File: config.mk
export PLATFORM = sky130hd
export DESIGN_NAME = branch_seq_ctrl_flat
export DESIGN_NICKNAME = d
export VERILOG_FILES = /design/src/rtl/branch_seq_ctrl_if.sv /design/src/rtl/branch_seq_ctrl.sv /design/src/flat_wrapper.sv
export SDC_FILE = /design/constraint.sdc
export NUM_CORES = 1
export LEC_CHECK = 0
export CAP_MARGIN = 20
export CORE_UTILIZATION = 50
export CTS_CLUSTER_SIZE = 24
export DETAILED_ROUTE_END_ITERATION = 12
export HOLD_SLACK_MARGIN = 0.05
export PLACE_DENSITY_LB_ADDON = 0.15
export SLEW_MARGIN = 20
export SYNTH_ARGS = -nofsm -noshare
export SYNTH_HDL_FRONTEND = slang
export SYNTH_SLANG_ARGS = --single-unit
File: constraint.sdc
create_clock -name clk -period 4 [get_ports clk]
set_input_delay 0.8 -clock clk [delete_from_list [all_inputs] [get_ports clk]]
set_output_delay 0.8 -clock clk [all_outputs]
set_load 0.1 [all_outputs]
File: src/rtl/branch_seq_ctrl_if.sv
// Branch sequencing bus between decode/ALU/fetch and branch_seq_ctrl.
// Carries the flag update path, the branch request handshake, the
// redirect/flush path towards fetch, and the resolution report.
interface branch_seq_ctrl_if #(
   parameter int ADDR_W = 16
);
   logic              flag_we;
   logic [3:0]        flag_in;
   logic              flag_pend;
   logic              br_valid;
   logic [2:0]        br_cond;
   logic [ADDR_W-1:0] br_target;
   logic              br_ready;
   logic              stall_in;
   logic              redirect_valid;
   logic [ADDR_W-1:0] redirect_pc;
   logic              flush;
   logic              br_done;
   logic              br_taken;
   logic [3:0]        flags_out;

   // Pipeline side: presents flags/branches, consumes redirect and results
   modport master (
      output flag_we, flag_in, flag_pend, br_valid, br_cond, br_target, stall_in,
      input  br_ready, redirect_valid, redirect_pc, flush, br_done, br_taken, flags_out
   );

   // Controller side
   modport slave (
      input  flag_we, flag_in, flag_pend, br_valid, br_cond, br_target, stall_in,
      output br_ready, redirect_valid, redirect_pc, flush, br_done, br_taken, flags_out
   );
endinterface

File: src/rtl/branch_seq_ctrl.sv
// Branch sequencing controller for the SIMPLE core.
// Owns the {S,Z,C,V} flag register, accepts one branch at a time, waits
// for in-flight flag writers, resolves the condition, then issues the PC
// redirect and holds flush for FLUSH_CYC cycles.
// Optional macro BR_STATS_EN adds saturating taken/not-taken/stall counters.
module branch_seq_ctrl #(
   parameter int ADDR_W    = 16,
   parameter int FLUSH_CYC = 2
) (
   input  logic clk,
   input  logic rst,
`ifdef BR_STATS_EN
   output logic [15:0] stat_taken,
   output logic [15:0] stat_nottaken,
   output logic [15:0] stat_stall,
`endif
   branch_seq_ctrl_if.slave bus
);

   localparam int CNT_W = (FLUSH_CYC > 1) ? $clog2(FLUSH_CYC) : 1;

   typedef enum logic [2:0] {
      S_IDLE,
      S_WAIT,
      S_EVAL,
      S_REDIRECT,
      S_FLUSH
   } state_t;

   state_t            state_q, state_n;
   logic [3:0]        flags_q;
   logic [2:0]        cond_q;
   logic [ADDR_W-1:0] target_q;
   logic [CNT_W-1:0]  cnt_q;
   logic              redirect_valid_q;
   logic [ADDR_W-1:0] redirect_pc_q;
   logic              flush_q;
   logic              done_q;
   logic              taken_q;
   logic              accept;
   logic              eval_taken;

   function automatic logic cond_true(input logic [2:0] c, input logic s,
                                      input logic z, input logic v);
      logic r;
      case (c)
         3'b000:  r = z;
         3'b001:  r = s ^ v;
         3'b010:  r = z | (s ^ v);
         3'b011:  r = ~z;
         3'b100:  r = 1'b1;
         default: r = 1'b0;
      endcase
      return r;
   endfunction

   assign bus.br_ready       = (state_q == S_IDLE) && !rst;
   assign accept             = bus.br_valid && bus.br_ready;
   assign eval_taken         = cond_true(cond_q, flags_q[3], flags_q[2], flags_q[0]);
   assign bus.redirect_valid = redirect_valid_q;
   assign bus.redirect_pc    = redirect_pc_q;
   assign bus.flush          = flush_q;
   assign bus.br_done        = done_q;
   assign bus.br_taken       = taken_q;
   assign bus.flags_out      = flags_q;

   // State register
   always_ff @(posedge clk) begin
      if (rst) state_q <= S_IDLE;
      else     state_q <= state_n;
   end

   // Next-state logic
   always_comb begin
      state_n = state_q;
      case (state_q)
         S_IDLE:     if (accept) state_n = bus.flag_pend ? S_WAIT : S_EVAL;
         S_WAIT:     if (!bus.flag_pend) state_n = S_EVAL;
         S_EVAL:     state_n = eval_taken ? S_REDIRECT : S_IDLE;
         S_REDIRECT: if (!bus.stall_in) state_n = S_FLUSH;
         S_FLUSH:    if (cnt_q == '0) state_n = S_IDLE;
         default:    state_n = S_IDLE;
      endcase
   end

   // Architectural flags load on any ALU write, whatever the branch is doing
   always_ff @(posedge clk) begin
      if (rst)              flags_q <= 4'b0000;
      else if (bus.flag_we) flags_q <= bus.flag_in;
   end

   // Latch the accepted branch's condition and target
   always_ff @(posedge clk) begin
      if (rst) begin
         cond_q   <= 3'b000;
         target_q <= '0;
      end else if (accept) begin
         cond_q   <= bus.br_cond;
         target_q <= bus.br_target;
      end
   end

   // Registered outputs and the flush down-counter
   always_ff @(posedge clk) begin
      if (rst) begin
         redirect_valid_q <= 1'b0;
         redirect_pc_q    <= '0;
         flush_q          <= 1'b0;
         done_q           <= 1'b0;
         taken_q          <= 1'b0;
         cnt_q            <= '0;
      end else begin
         redirect_valid_q <= (state_n == S_REDIRECT);
         flush_q          <= (state_n == S_FLUSH);
         done_q           <= (state_q == S_EVAL);
         taken_q          <= (state_q == S_EVAL) && eval_taken;
         if (state_q == S_EVAL && eval_taken)
            redirect_pc_q <= target_q;
         if (state_q == S_REDIRECT && state_n == S_FLUSH)
            cnt_q <= CNT_W'(FLUSH_CYC - 1);
         else if (state_q == S_FLUSH && cnt_q != '0)
            cnt_q <= cnt_q - CNT_W'(1);
      end
   end

`ifdef BR_STATS_EN
   function automatic logic [15:0] sat_inc(input logic [15:0] v);
      return (v == 16'hFFFF) ? v : v + 16'd1;
   endfunction

   // Saturating branch statistics
   always_ff @(posedge clk) begin
      if (rst) begin
         stat_taken    <= 16'd0;
         stat_nottaken <= 16'd0;
         stat_stall    <= 16'd0;
      end else begin
         if (done_q && taken_q)  stat_taken    <= sat_inc(stat_taken);
         if (done_q && !taken_q) stat_nottaken <= sat_inc(stat_nottaken);
         if (state_q == S_WAIT || (state_q == S_REDIRECT && bus.stall_in))
            stat_stall <= sat_inc(stat_stall);
      end
   end
`else
   // Statistics counters are not built in this configuration.
`endif

endmodule

File: src/flat_wrapper.sv
// flat-port wrapper written by rule: the top's interface ports become plain ports
module branch_seq_ctrl_flat 
#(
   parameter int ADDR_W    = 16,
   parameter int FLUSH_CYC = 2
)
  (clk, rst, bus_flag_we, bus_flag_in, bus_flag_pend, bus_br_valid, bus_br_cond, bus_br_target, bus_stall_in, bus_br_ready, bus_redirect_valid, bus_redirect_pc, bus_flush, bus_br_done, bus_br_taken, bus_flags_out);
  branch_seq_ctrl_if #(.ADDR_W(ADDR_W)) bus_i ();
  input  logic clk;
  input  logic rst;
  input wire logic [$bits(bus_i.flag_we)-1:0] bus_flag_we;
  input wire logic [$bits(bus_i.flag_in)-1:0] bus_flag_in;
  input wire logic [$bits(bus_i.flag_pend)-1:0] bus_flag_pend;
  input wire logic [$bits(bus_i.br_valid)-1:0] bus_br_valid;
  input wire logic [$bits(bus_i.br_cond)-1:0] bus_br_cond;
  input wire logic [$bits(bus_i.br_target)-1:0] bus_br_target;
  input wire logic [$bits(bus_i.stall_in)-1:0] bus_stall_in;
  output wire logic [$bits(bus_i.br_ready)-1:0] bus_br_ready;
  output wire logic [$bits(bus_i.redirect_valid)-1:0] bus_redirect_valid;
  output wire logic [$bits(bus_i.redirect_pc)-1:0] bus_redirect_pc;
  output wire logic [$bits(bus_i.flush)-1:0] bus_flush;
  output wire logic [$bits(bus_i.br_done)-1:0] bus_br_done;
  output wire logic [$bits(bus_i.br_taken)-1:0] bus_br_taken;
  output wire logic [$bits(bus_i.flags_out)-1:0] bus_flags_out;
  assign bus_i.flag_we = bus_flag_we;
  assign bus_i.flag_in = bus_flag_in;
  assign bus_i.flag_pend = bus_flag_pend;
  assign bus_i.br_valid = bus_br_valid;
  assign bus_i.br_cond = bus_br_cond;
  assign bus_i.br_target = bus_br_target;
  assign bus_i.stall_in = bus_stall_in;
  assign bus_br_ready = bus_i.br_ready;
  assign bus_redirect_valid = bus_i.redirect_valid;
  assign bus_redirect_pc = bus_i.redirect_pc;
  assign bus_flush = bus_i.flush;
  assign bus_br_done = bus_i.br_done;
  assign bus_br_taken = bus_i.br_taken;
  assign bus_flags_out = bus_i.flags_out;
  branch_seq_ctrl #(.ADDR_W(ADDR_W), .FLUSH_CYC(FLUSH_CYC)) u_core (.clk(clk), .rst(rst), .bus(bus_i));
endmodule
### Yosys cells after proc, flatten, opt, wreduce, memory -nomap -nowiden

Index checks and enable logic that the tools add are counted.
Widths: inputs -> output; s select.

| cells by class | value |
|---|---|
| add/sub/neg operators | 1 |
| eq/ne operators | 10 |
| multiplexer cells | 10 |
| bitwise gates (word level) | 3 |
| reduce and logical (&&, ||, !) cells | 9 |

Operators with widths:

| operator | count |
|---|---|
| $eq 3x2->1 const B | 5 |
| $pmux 3 s5 | 1 |
| $mux 3 | 4 |
| $eq 3x3->1 const B | 3 |
| $eq 3x1->1 const B | 2 |
| $logic_not 3->1 | 2 |
| $logic_and 1x1->1 | 5 |
| $pmux 1 s5 | 1 |
| $mux 2 | 2 |
| $mux 1 | 2 |
| $reduce_bool 2->1 | 1 |
| $logic_not 1->1 | 1 |
| $not 1->1 | 1 |
| $or 1x1->1 | 1 |
| $sub 1x1->1 const B | 1 |
| $xor 1x1->1 | 1 |

| word-level totals | value |
|---|---|
| flip-flop bits (word level) | 47 |
| input port bits | 29 |
| output and inout port bits | 25 |
| logic and storage cells | 43 |

### Logic depth before layout (Yosys ltp)

| logic depth | value |
|---|---|
| word-level depth | 8 |
| depth in mapped cells | 7 |
| mapped depth without buffers | 4 |

### Worst setup path before layout

Ideal clock, no wire load.

| timing | value |
|---|---|
| path kind | input -> register |
| from | input port rst |
| to | register u_core.cond_q[2] |
| arrival time | 2,604 ps |
| data required time | 3,868 ps |
| setup slack | 1,263 ps |
| stages on the path | 5 |
| buffers on the path | 1 |
| path through | nor4_4 -> nand2_1 -> buf_2 -> nand2_1 -> a21oi_1 |

| on the way | value |
|---|---|
| longest elaborated chain between the ends | 3 |

Ends and longest elaborated chain:

| item | RTL line | source |
|---|---|---|
| start: declaration | flat_wrapper.sv:10 | `input logic rst;` |
| $logic_not 1->1 | branch_seq_ctrl.sv:57 | `assign bus.br_ready = (state_q == S_IDLE) && !rst;` |
| $logic_and 1x1->1 | branch_seq_ctrl.sv:57 |  |
| $logic_and 1x1->1 | branch_seq_ctrl.sv:58 | `assign accept = bus.br_valid && bus.br_ready;` |
| end signal: assignment | branch_seq_ctrl.sv:98 | `cond_q <= bus.br_cond;` |
| end: declaration | branch_seq_ctrl.sv:32 | `logic [2:0] cond_q;` |

Parallel ways exist; a longest one is shown, timed or not.
A chain may end at the register's enable or synchronous reset.

### Worst setup path in the final report

| timing | value |
|---|---|
| from | register u_core.flags_q[2] (netlist: u_core.bus.flags_out[2]) |
| to | output port bus_flags_out[2] |

RTL lines:

| item | RTL line | source |
|---|---|---|
| start: declaration | branch_seq_ctrl.sv:31 | `logic [3:0] flags_q;` |
| start signal: assignment | branch_seq_ctrl.sv:89 | `else if (bus.flag_we) flags_q <= bus.flag_in;` |
| end: declaration | flat_wrapper.sv:24 | `output wire logic [$bits(bus_i.flags_out)-1:0] bus_flags_out;` |

No word-level cell between the ends.

==> run summary <==
Run status -> completed
Main flop type after synthesis -> dfxtp_1
GPL Wtd Cong -> 0.7615
Iter 0 DRT Violations -> 70
Period utilization -> 66.33%
DRC -> 0
Post-CTS Setup Inserts -> 0
Power, Total -> 918.0 uW
Worst VDD drop -> 0.2547 mV
Max-slew violations -> 0
Worst setup SP type -> flop
Ys async rst share -> 0%
Post-layout nets -> 283
Area occupied by multi-input gates -> 869.6 um^2
Synth Cell Area -> 0.001907 mm^2
Max Freq -> 376.9 MHz
Wire length per cell -> 11.13 um
TritonCTS clock tree -> yes
Worst-margin pin slew -> 0.9713 ns
Clock root cell -> clkbuf_8
Hpwl dp -> 2206 um
Clock power frac -> 33.2%
Place WS -> 1.334 ns
P_leak -> 0.8610 nW
CTS Buffer Depth -> 2
H-tree depth -> 2
Reg-to-reg critical path endpoint -> u_core.bus.redirect_pc[15]$_SDFFE_PP0P_
Reg-to-reg slack, setup -> 2.12 ns
Crit path from -> u_core.bus.flags_out[2]$_SDFFE_PP0P_
IO Pins -> 54
Yosys warning total -> 0
Largest net degree at the start of global routing -> 66
Power Dens Cells -> 367.6 mW/mm^2
Sequential power share -> 53.7%
Setup violators final -> 0
Switch Pwr -> 226.4 uW
Worst skew pair latency -> 0.29 ns
First-pass GRT wire length -> 5816 um
Crit. End Element -> output port
CP endpoint -> bus_flags_out[2]
Layout fillers -> 307
Max-cap viol count -> 0
Synthesized area per cell -> 9.167 um^2
Worst EP required -> 3.20 ns
Slowest CP cell -> clkdlybuf4s50_1
Max-slew headroom -> 35.05%
Grt ovf -> 0
TritonCTS Buffers -> 5
Most common cell after layout, fill and taps aside -> clkdlybuf4s50_1
Buf/Inv on CP -> 1
WP data arrival -> 1.85 ns
Inserted Diodes -> 0
Vias in the first global route -> 1270
Setup ws final -> 1.347 ns
Layout area overhead -> 30.97%
Critical Path Stages -> 1
Sw frac -> 24.66%
Sum Neg Setup Slack -> 0 ns
Sequential area share after synthesis -> 49.34%
Distinct cells, synth -> 29
Post-synthesis cell count -> 208
Initial Util -> 52.08%
Post-CTS sizing -> 0
Hold Slack -> 0.4569 ns
Fin area -> 0.002497 mm^2
Top delay family on crit path -> buffers and inverters
Die X -> 63.76 um
Comb power frac -> 13.1%
First drt pass iteration count -> 4
Worst path max stage delay -> 1.16 ns
GRT Util Overall -> 18.70%
HP Class -> reg -> reg
Final worst path period need -> 2.653 ns
Hold_buf cts -> 0
Cell Rows -> 22
Initial antenna violation count -> 0
Share of layout cells above drive strength 1 -> 4.314%
I/O Buffers -> 53
DIE AREA -> 0.004065 mm^2
Via count -> 1464
Storage element area -> 940.9 um^2
Number of enable flip-flop cells after synthesis -> 0
Worst-path cell chain -> clkdlybuf4s50_1
Post-Syn Nets -> 237
Area after DPL -> 0.002397 mm^2
Reg2reg start -> u_core.state_q[1]$_SDFF_PP0_
Worst reg2reg path depth -> 3
Kind of critical path -> reg -> out
Setup Skew -> 0.004047 ns
DR vias/cell -> 4.832
Floorplan core area -> 0.003661 mm^2
Routed wire length -> 3373 um
Reg clk slew, reported paths -> 0.08 ns
Number of nets with antenna violations after routing -> 0
Most frequent cells in the layout -> clkdlybuf4s50_1 (51), dfxtp_1 (47), nand2_1 (41), nand2b_1 (32), a21oi_1 (23)
Die Ht -> 63.76 um
Final hold viol count -> 0
# clock sinks -> 47
Cell Int Power -> 691.6 uW
RSZ-0062 raised after global routing -> false
Crit path max fanout -> 5
#FFs+latches synth -> 47
[stage by stage]
step                      instances  utilization [%]
after floorplan                 208                -
after global placement          295            65.48
after detailed placement        295            65.48
after CTS                       303            68.22
after global routing            303            68.22
final                           303            68.22
[registers in the layout, summed over array words and instances (netlist names)]
name / count
u_core.bus.br_done: 1
u_core.bus.redirect_valid: 1
u_core.bus.flags_out: 4
u_core.state_q: 3
u_core.cnt_q: 1
u_core.bus.redirect_pc: 16
u_core.bus.br_taken: 1
u_core.bus.flush: 1
u_core.target_q: 16
u_core.cond_q: 3
[cell type report]
cell class | instances | share of cell area (%)
clock buffers | 8 | 4.008
inverters | 1 | 0.1503
multi-input cells | 146 | 34.82
flip-flops and latches | 47 | 37.68
well taps | 48 | 2.405
repair buffers | 53 | 20.94
[power groups by stage]
stage	registers (mW)	logic [mW]	clock network (mW)
after CTS	0.493	0.122	0.314
final	0.493	0.120	0.305
after detailed placement	0.504	0.121	0
after global placement	0.503	0.121	0
after floorplan	0.526	0.0590	0
after global routing	0.496	0.130	0.338
[worst min path at each step]
stage	from	to	slack, ns	cells after the start
global route	u_core.target_q[7]$_SDFFE_PP0N_	u_core.target_q[7]$_SDFFE_PP0N_	0.48	2
detailed placement	u_core.target_q[6]$_SDFFE_PP0N_	u_core.target_q[6]$_SDFFE_PP0N_	0.45	2
finish	u_core.target_q[6]$_SDFFE_PP0N_	u_core.target_q[6]$_SDFFE_PP0N_	0.46	2
global placement	u_core.target_q[8]$_SDFFE_PP0N_	u_core.target_q[8]$_SDFFE_PP0N_	0.44	2
CTS	u_core.target_q[6]$_SDFFE_PP0N_	u_core.target_q[6]$_SDFFE_PP0N_	0.46	2
floorplan	u_core.target_q[0]$_SDFFE_PP0N_	u_core.target_q[0]$_SDFFE_PP0N_	0.44	2
[cells in the mapped netlist (all sizes together), types with 2 or more instances]
library cell	count	share of area [%]
mux2i	20	10
buf	7	3.5
clkbuf	7	1.4
nor2	12	2.4
nand2	41	8.1
dfxtp	47	49
a21oi	23	6.0
o21ai	2	0.52
nand2b	32	10
a31oi	2	0.66
[cells by family after synthesis]
logic type                count (synthesis)  synth area share (%)
and+or+nand+nor                          91                 23.88
muxes                                    20                 10.50
AOI/OAI and AO/OA                        34                 10.37
buffers and inverters                    15                 5.052
xor gates and xnor gates                  1                0.8532
DFF                                      47                 49.34
[layer usage]
layer	routed length, um	up-vias	track usage (%)
li1	-	778	-
met1	1652	651	23.60
met2	1577	33	28.72
met3	120	2	5.714
met4	21	0	9.375
met5	0	-	0
No activity file was read; power rests on OpenSTA's default activity.
